### src/rtl/multicycle_datapath.sv
// multicycle_datapath
//   Multicycle ARM-style datapath. One instruction runs through FETCH, DECODE,
//   EXECUTE, optional MEMORY and optional WRITEBACK, sharing a single memory
//   port with a req/ready handshake. IR, A, B, ALUOut and MDR hold values
//   between phases.
//
// Optional feature: define MC_PERF_CNT_EN to build the cycle/retire counters;
//   otherwise perf_cycles/perf_instret are tied to zero.
//
// Ports:
//   clk, reset (sync, active-low)
//   regSrc, regWrite, immSrc, ALUSrc, ALUControl, memToReg, memAccess,
//   memWrite, PCSrc          - decoded control fields from the controller
//   mem_rdata, mem_ready     - memory response
//   mem_req, mem_we, mem_addr, mem_wdata - memory request
//   instr, phase, ALUFlags, PC - state back to the controller
//   perf_cycles, perf_instret  - performance counters
module multicycle_datapath #(
    parameter int unsigned DATA_W   = 32,
    parameter int unsigned REG_N    = 16,
    parameter int unsigned PC_STEP  = 1,
    parameter int unsigned PC_AHEAD = 2
) (
    input  logic              clk,
    input  logic              reset,
    input  logic [1:0]        regSrc,
    input  logic              regWrite,
    input  logic [1:0]        immSrc,
    input  logic              ALUSrc,
    input  logic [3:0]        ALUControl,
    input  logic              memToReg,
    input  logic              memAccess,
    input  logic              memWrite,
    input  logic              PCSrc,
    input  logic [DATA_W-1:0] mem_rdata,
    input  logic              mem_ready,
    output logic              mem_req,
    output logic              mem_we,
    output logic [DATA_W-1:0] mem_addr,
    output logic [DATA_W-1:0] mem_wdata,
    output logic [31:0]       instr,
    output logic [2:0]        phase,
    output logic [3:0]        ALUFlags,
    output logic [DATA_W-1:0] PC,
    output logic [31:0]       perf_cycles,
    output logic [31:0]       perf_instret
);

    typedef enum logic [2:0] {
        StFetch  = 3'd0,
        StDecode = 3'd1,
        StExec   = 3'd2,
        StMem    = 3'd3,
        StWb     = 3'd4
    } phase_e;

    phase_e            r_phase, w_phase_next;
    logic              r_run;   // low for the first cycle after reset so mem_req stays 0
    logic [31:0]       r_instr;
    logic [DATA_W-1:0] r_pc, r_fetch_pc, r_a, r_b, r_aluout, r_mdr;
    logic [3:0]        r_flags;
    logic [DATA_W-1:0] r_regs [REG_N-1];

    logic              w_fetch_done, w_mem_done;
    logic [3:0]        w_ra1, w_ra2, w_rd;
    logic [DATA_W-1:0] w_pc_alias, w_rd1, w_rd2, w_ext, w_srcb, w_alu_res, w_result;
    logic [DATA_W:0]   w_sum, w_diff;
    logic [3:0]        w_alu_flags;
    logic              w_c, w_v;

    // Phase register
    always_ff @(posedge clk) begin
        if (!reset) begin
            r_phase <= StFetch;
            r_run   <= 1'b0;
        end else begin
            r_phase <= w_phase_next;
            r_run   <= 1'b1;
        end
    end

    // Next phase and memory port
    always_comb begin
        w_phase_next = r_phase;
        mem_req      = 1'b0;
        mem_we       = 1'b0;
        mem_addr     = r_pc;
        w_fetch_done = 1'b0;
        w_mem_done   = 1'b0;
        case (r_phase)
            StFetch: begin
                mem_req = r_run;
                if (r_run && mem_ready) begin
                    w_fetch_done = 1'b1;
                    w_phase_next = StDecode;
                end
            end
            StDecode: w_phase_next = StExec;
            StExec:   w_phase_next = memAccess ? StMem : StWb;
            StMem: begin
                mem_req  = 1'b1;
                mem_we   = memWrite;
                mem_addr = r_aluout;
                if (mem_ready) begin
                    w_mem_done   = 1'b1;
                    w_phase_next = memWrite ? StFetch : StWb;
                end
            end
            StWb:     w_phase_next = StFetch;
            default:  w_phase_next = StFetch;
        endcase
    end

    // Register read; the top index aliases the fetch PC plus look-ahead
    always_comb begin
        w_pc_alias = r_fetch_pc + DATA_W'(PC_AHEAD);
        w_ra1      = regSrc[0] ? 4'(REG_N - 1) : r_instr[19:16];
        w_ra2      = regSrc[1] ? r_instr[15:12] : r_instr[3:0];
        w_rd       = r_instr[15:12];
        w_rd1      = '0;
        w_rd2      = '0;
        if (int'(w_ra1) == REG_N - 1)     w_rd1 = w_pc_alias;
        else if (int'(w_ra1) < REG_N - 1) w_rd1 = r_regs[w_ra1];
        if (int'(w_ra2) == REG_N - 1)     w_rd2 = w_pc_alias;
        else if (int'(w_ra2) < REG_N - 1) w_rd2 = r_regs[w_ra2];
    end

    // Immediate extend and ALU
    always_comb begin
        case (immSrc)
            2'b00:   w_ext = DATA_W'(r_instr[7:0]);
            2'b01:   w_ext = DATA_W'(r_instr[11:0]);
            2'b10:   w_ext = {{(DATA_W-24){r_instr[23]}}, r_instr[23:0]};
            default: w_ext = '0;
        endcase
        w_srcb = ALUSrc ? w_ext : r_b;
        w_sum  = {1'b0, r_a} + {1'b0, w_srcb};
        // A + ~B + 1: carry-out is NOT borrow
        w_diff = {1'b0, r_a} + {1'b0, ~w_srcb} + (DATA_W+1)'(1);
        w_c    = 1'b0;
        w_v    = 1'b0;
        case (ALUControl)
            4'b0000: begin
                w_alu_res = w_sum[DATA_W-1:0];
                w_c       = w_sum[DATA_W];
                w_v       = (r_a[DATA_W-1] == w_srcb[DATA_W-1]) &&
                            (w_alu_res[DATA_W-1] != r_a[DATA_W-1]);
            end
            4'b0001: begin
                w_alu_res = w_diff[DATA_W-1:0];
                w_c       = w_diff[DATA_W];
                w_v       = (r_a[DATA_W-1] != w_srcb[DATA_W-1]) &&
                            (w_alu_res[DATA_W-1] != r_a[DATA_W-1]);
            end
            4'b0010: w_alu_res = r_a & w_srcb;
            4'b0011: w_alu_res = r_a | w_srcb;
            4'b0100: w_alu_res = r_a ^ w_srcb;
            4'b0101: w_alu_res = w_srcb;
            default: w_alu_res = '0;
        endcase
        w_alu_flags = {w_alu_res[DATA_W-1], (w_alu_res == '0), w_c, w_v};
        w_result    = memToReg ? r_mdr : r_aluout;
    end

    // Datapath latches and register file
    always_ff @(posedge clk) begin
        if (!reset) begin
            r_instr    <= '0;
            r_pc       <= '0;
            r_fetch_pc <= '0;
            r_a        <= '0;
            r_b        <= '0;
            r_aluout   <= '0;
            r_mdr      <= '0;
            r_flags    <= '0;
            for (int i = 0; i < REG_N - 1; i++) r_regs[i] <= '0;
        end else begin
            if (w_fetch_done) begin
                r_instr    <= mem_rdata[31:0];
                r_fetch_pc <= r_pc;
                r_pc       <= r_pc + DATA_W'(PC_STEP);
            end
            if (r_phase == StDecode) begin
                r_a <= w_rd1;
                r_b <= w_rd2;
            end
            if (r_phase == StExec) begin
                r_aluout <= w_alu_res;
                r_flags  <= w_alu_flags;
            end
            if (w_mem_done) r_mdr <= mem_rdata;
            if (r_phase == StWb) begin
                // Writes to the PC alias index are dropped; only PCSrc moves PC
                if (regWrite && (int'(w_rd) < REG_N - 1)) r_regs[w_rd] <= w_result;
                if (PCSrc) r_pc <= w_result;
            end
        end
    end

`ifdef MC_PERF_CNT_EN
    logic        w_retire;
    logic [31:0] r_perf_cycles, r_perf_instret;

    assign w_retire = (r_phase == StWb) || (w_mem_done && memWrite);

    always_ff @(posedge clk) begin
        if (!reset) begin
            r_perf_cycles  <= '0;
            r_perf_instret <= '0;
        end else begin
            r_perf_cycles <= r_perf_cycles + 32'd1;
            if (w_retire) r_perf_instret <= r_perf_instret + 32'd1;
        end
    end

    assign perf_cycles  = r_perf_cycles;
    assign perf_instret = r_perf_instret;
`else
    assign perf_cycles  = '0;
    assign perf_instret = '0;
`endif

    assign mem_wdata = r_b;
    assign instr     = r_instr;
    assign phase     = r_phase;
    assign ALUFlags  = r_flags;
    assign PC        = r_pc;

endmodule

### config.mk
export PLATFORM = sky130hd
export DESIGN_NAME = multicycle_datapath
export DESIGN_NICKNAME = d
export VERILOG_FILES = /design/src/rtl/multicycle_datapath.sv
export SDC_FILE = /design/constraint.sdc
export NUM_CORES = 2
export LEC_CHECK = 0
export ABC_AREA = 1
export BUFFER_PORTS_ARGS = -buffer_cell sky130_fd_sc_hd__clkbuf_2
export CAP_MARGIN = 20
export CORE_MARGIN = 2
export CORE_UTILIZATION = 48
export DETAILED_ROUTE_END_ITERATION = 10
export PLACE_DENSITY_LB_ADDON = 0.25
export SLEW_MARGIN = 20
export SYNTH_ARGS = -nofsm -noshare
export SYNTH_HDL_FRONTEND = slang
export SYNTH_SLANG_ARGS = --single-unit
### constraint.sdc
create_clock -name clk -period 7.07 [get_ports clk]
set_input_delay 0.3535 -clock clk [delete_from_list [all_inputs] [get_ports clk]]
set_output_delay 0.3535 -clock clk [all_outputs]
set_load 0.005 [all_outputs]
Yosys cells after proc, flatten, opt, wreduce, memory -nomap -nowiden
Memory sizes are Yosys's and may differ from the RTL's.
Index checks and enable logic that the tools add are counted.

cells by class
  $add $sub $neg = 5
  $lt $le $gt $ge = 3
  equality and inequality tests = 19
  muxes and demuxes = 36
  bitwise gates (word level) = 4
  reductions and logical operators = 10

operators by type and width
  cell                                                                    count
  32-bit 2-to-1 mux                                                       11
  32-bit case mux with 6 select lines                                     1
  32-bit case mux with 3 select lines                                     1
  32-bit by 32-bit adder with 33-bit output                               2
  33-bit by 1-bit adder with 33-bit output (second input constant)        1
  32-bit by 1-bit adder with 32-bit output (second input constant)        1
  32-bit by 2-bit adder with 32-bit output (second input constant)        1
  32-bit AND                                                              1
  32-bit zero test                                                        1
  32-bit inverter                                                         1
  32-bit bitwise OR                                                       1
  32-bit OR reduction                                                     1
  32-bit bitwise XOR                                                      1
  4-bit less-than comparator (second input constant)                      3
  1-bit 2-to-1 mux                                                        12
  3-bit 2-to-1 mux                                                        4
  4-bit 2-to-1 mux                                                        3
  3-bit case mux with 4 select lines                                      1
  4-bit by 2-bit equality test with 1-bit output (second input constant)  2
  4-bit by 3-bit equality test with 1-bit output (second input constant)  2
  4-bit equality test (second input constant)                             2
  3-bit by 2-bit equality test with 1-bit output (second input constant)  2
  1-bit case mux with 2 select lines                                      3
  4-bit by 1-bit equality test with 1-bit output (second input constant)  1
  other kinds (12)                                                        18

storage, ports and cells
  flip-flop bits (word level) = 232
  bits in writable memories = 480
  input bits = 49
  output and inout port bits = 201
  logic and storage cells = 88
  memories = 1

memories
  name    depth  bits a word  rd ports  clocked after Yosys merged registers in  wr ports  RTL line  source
  r_regs  15     32           2         0                                        15        62        logic [DATA_W-1:0] r_regs [REG_N-1];

Depth between registers and ports, before layout
  word-level depth = 9
  depth in mapped cells = 27
  depth with buffers taken out = 25

Least setup slack after synthesis
No wires, ideal clock.

  path type = input to register
  from = input port ALUSrc
  to = register r_flags[2] (netlist: ALUFlags[2])
  setup time = 67 ps
  arrival time = 2817 ps
  data required time = 7003 ps
  slack = 4186 ps
  stages on the path = 21
  buffers on the path = 2
  path through = buf_4 buf_2 nand3_1 o21ai_0 ha_1 fa_1 nand3_1 nand3_1 nand2_1 nand2_1 nand2_1 nand2_1 nand2_1 nand3_1 nand3_1 nand3_1 nor2_1 nand2_1 nor2_1 nand2_1 a21oi_2

between the ends
  longest elaborated chain between the ends = 6
  elaborated cells on any way between the ends = 10
  those cells by class = 3 x add/sub; 2 x mux; 4 x bitwise; 1 x reduce/logical

RTL lines
  what                                       RTL line  source
  start, declared                            29        input logic ALUSrc,
  32-bit 2-to-1 mux (*)                      136       w_srcb = ALUSrc ? w_ext : r_b;
  32-bit inverter                            139       w_diff = {1'b0, r_a} + {1'b0, ~w_srcb} + (DATA_W+1)'(1);
  32-bit by 32-bit adder with 33-bit output  139
  33-bit by 1-bit adder with 33-bit output   139
  32-bit case mux with 6 select lines (*)    142       case (ALUControl)
  32-bit zero test (*)                       161       w_alu_flags = {w_alu_res[DATA_W-1], (w_alu_res == '0), w_c, w_v};
  end signal, assigned                       189       r_flags <= w_alu_flags;
  end, declared                              61        logic [3:0] r_flags;

Every way passes the cells marked *; elsewhere a longest branch is shown, timed or not.
A chain may end at the register's enable or synchronous reset.

Worst setup path after layout
  from = register r_instr[19] (netlist: instr[19])
  to = register r_flags[2] (netlist: ALUFlags[2])

between the ends
  longest elaborated chain between the ends = 7
  elaborated cells on any way between the ends = 11
  those cells by class = 3 x add/sub; 3 x mux; 4 x bitwise; 1 x reduce/logical

RTL lines
  what                                       RTL line  source
  start, declared                            59        logic [31:0] r_instr;
  start signal, assigned                     179       r_instr <= mem_rdata[31:0];
  32-bit case mux with 3 select lines (*)    130       case (immSrc)
  32-bit 2-to-1 mux (*)                      136
  32-bit inverter                            139
  32-bit by 32-bit adder with 33-bit output  139
  33-bit by 1-bit adder with 33-bit output   139
  32-bit case mux with 6 select lines (*)    142
  32-bit zero test (*)                       161

Marked as above.

==> out/metrics.yaml <==
run_status:
  status: "finished clean"
global_routing:
  grt_first_pass_wirelength_um: 275000
  grt_usage_pct: 39.4
  grt-ovfl-total: 0
  grt_max_degree: 142
  first_global_vias: 40800
  antenna_found_initial: 7
logic_synthesis:
  synth_top_family_by_area: "simple AND/OR/NAND/NOR gates"
  synth_cells: 5857
  synthAdderAreaFrac_pct: 2.83
  synth_area_leaders: "edfxtp_1 (34%), dfxtp_1 (10%), nor2_1 (8.7%), o21ai_0 (7.3%), nand2_1 (7.0%)"
  ys_seq_area_share_pct: 44.7
  yosys.area_share.simple_pct: 21.3
  synthMuxAreaShare_pct: 0
  syn_area_per_cell_um2: 7.64
  synthDistinctLibCells: 69
  ys_ff_latch: 743
  synth.top_cell.area_share_pct: 34.4
  synth.largest_area_cell: "edfxtp_1"
  synth_xor_area_share_pct: 0.998
  synth_area_um2: 44700
  synthFlopType: "edfxtp_1"
  synth-edff-count: 512
  async_flop_share_pct: 0
  ys_warn_count: 0
  synth_compound_area_share_pct: 19.6
critical_path:
  end_kind: "register"
  worstPathArrival_ps: 5480
  slowest_delay_ps: 860
  crit_type: "reg -> reg"
  critical_path.most_common_cell: "nand2_1"
  reg2reg_depth: 20
  path_max_fanout: 8
  critPathRequiredTime_ps: 7630
  slowest_stage: "o21ai_0"
  cp_cell_sequence: "nand2_1 > o21ai_0 > inv_1 > ha_1 > nand2_1 > inv_1 > nand2_1 > nor2_2 > nand2_1 > nand3_1 > nand2_1 > nand3_1 > nand2_1 > nor2_1 > nand2_1 > nor2_1 > nand2_1 > nor2_1 > nand2_1 > a21oi_2"
  start_kind: "register"
layout:
  stdcell_count: 7176
  fin_nets: 6020
  syn_to_final_growth_pct: 9.27
  design_area_um2: 48900
  layout-drive-gt1-share_pct: 9.10
  final_util_pct: 53.1
pwr:
  power_switching_share_pct: 35.9
  total_power_mw: 12.3
  power_density_nw_per_um2: 251
  peakVddDrop_mv: 0.219
  power_switching_mw: 4.40
  p_int_mw: 7.85
  leakagePower_nw: 19.8
  comb_power_share_pct: 25.8
  pwr-share-clk_pct: 32.4
  pwr-share-seq_pct: 41.8
placement:
  place.port_buffers: 185
  placed_cells: 7016
  place_ws_ps: 2190
  place_congestion: 1.06
  dpl_cell_area_um2: 46300
  dp_hpwl_um: 128000
worst_hold_path:
  worstHoldPathType: "in -> reg"
  holdPathStages: 3
clock_tree:
  clockBufferDepth: 3
  cts_made_buffers: 78
  cts.sinks: 743
  clkSlewWorstSetupHoldPaths_ps: 60
  cts_root_buffer: "clkbuf_16"
  cts_tree: "yes"
  cts_setup_buffers: 0
  clk_latency_ps: 640
  cts-htree-levels: 3
sta:
  hold_viol: 0
  worst_slack_ps: 2150
  fin_crit_ps: 4920
  fmax_mhz: 203
  tns_ps: 0
  slew_viol_final: 0
  max_slew_margin_pct: 17.4
  holdWs_ps: 17.2
  grt_setup_unrepaired: "false"
  finalSetupViolations: 0
  max_slew.worst_pin.slew_ps: 1240
  finalCritPeriodShare_pct: 69.6
  worst_clock_skew_ps: 19.6
routing:
  detail-route-antenna-nets: 0
  wl_per_cell_um: 27.0
  drt_iter0_drc: 7171
  drc: 0
  via_per_inst: 6.25
  num_vias: 44900
  topRoutingLayerUsed: "met5"
  wl_um: 194000
  route.met3.wl_um: 26300
  drtPass1Iterations: 7
  wl_met1_um: 70800
  dr_wl_met2_um: 81300
die:
  core_area_um2: 92100
  die_w_um: 309
  die_area_um2: 95700
  die_y_um: 309
  initial_core_util_pct: 48.6
  io_pins: 250
  row_count: 111
flow_run:
  cap_viol_max_count: 0
-- placed cells by master, fill, tap and decap left out, types with 105 or more instances in the layout --
cell type	instances
buf_4	105
edfxtp_1	512
a21oi_1	434
dfxtp_1	230
o221ai_1	127
nand3_1	281
inv_1	621
nor2_1	1030
o21ai_0	657
clkbuf_2	184
nand2_1	812
-- critical path: cells and delay by family, from the launching register on --
family | cells | cell delay (ps)
compound gates | 2 | 980
fa+ha+maj | 1 | 600
buf+inv | 2 | 370
flops | 1 | 610
simple gates | 15 | 2260
-- metal layers --
layer  track usage (%)  vias to the layer above
met5                 0                        -
met3              10.1                      716
met1              51.4                    21000
met4              26.9                       10
li1                  -                    19600
met2              57.3                     3489
-- kinds of logic after synthesis --
family	Yosys count
other	1
xor gates and xnor gates	51
AOI/OAI and AO/OA	1531
adders and majority gates	100
buffers and inverters	1131
DFF	743
and+or+nand+nor	2300
-- area by class of cell --
class | count | area, um^2
inverter | 660 | 2490
multi-input combinational | 4078 | 20500
fill | 8704 | 43200
sequential | 743 | 20000
clock buffer | 106 | 2150
timing repair buffer | 310 | 1960
clock inverter | 29 | 200
antenna | 7 | 17.5
tap | 1243 | 1560
-- synth_stat cells, types with 7 or more instances --
master    count
nand3_1     282
nor2_1     1033
clkinv_1      8
clkbuf_1    261
a221oi_1     17
nand4_1      41
o311ai_1     11
nor2_4        9
o311ai_0     15
nand2_1     833
o211ai_1     36
a221o_1       8
or2_2         7
a31oi_1      27
nor3_1       27
edfxtp_1    512
a21oi_1     434
buf_1        12
nor2_2       20
o21ai_0     657
buf_4        83
o22ai_1      83
nand2_2      13
o221ai_1    127
dfxtp_1     231
buf_2       110
xor2_1       46
inv_1       623
ha_1         98
inv_2        29
o21ai_1      60
-- path summary, 6_finish.rpt --
| check | startpoint | end | slack (ps) |
|---|---|---|---|
| max | instr[19] | ALUFlags[2] | 2150 |
| min | mem_rdata[1] | instr[1] | 20 |
| max reg2reg | instr[19] | ALUFlags[2] | 2150 |
| min reg2reg | r_mdr[17] | r_mdr[17] | 450 |
-- sequential cells by signal (all words and copies together) (netlist names) --
signal      flops
r_a            32
r_run           1
PC             32
mem_wdata      32
ALUFlags        3
r_aluout       32
r_regs        512
instr          32
r_fetch_pc     32
r_mdr          32
phase           3
-- power by group through the flow --
| stage | Clock [mW] | Sequential, mW | Combinational (mW) |
|---|---|---|---|
| floorplan | 0 | 5.07 | 1.92 |
| global placement | 0 | 5.19 | 3.01 |
| detailed placement | 0 | 5.19 | 3.01 |
| CTS | 3.95 | 5.10 | 3.03 |
| global route | 4.11 | 5.13 | 3.36 |
| finish | 3.96 | 5.13 | 3.16 |
-- repair_timing --
action	in CTS	in global routing
hold buffers	17	0
gates resized for setup	0	0
hold endpoints to repair	18	0
Power figures use the tool's default switching activity.
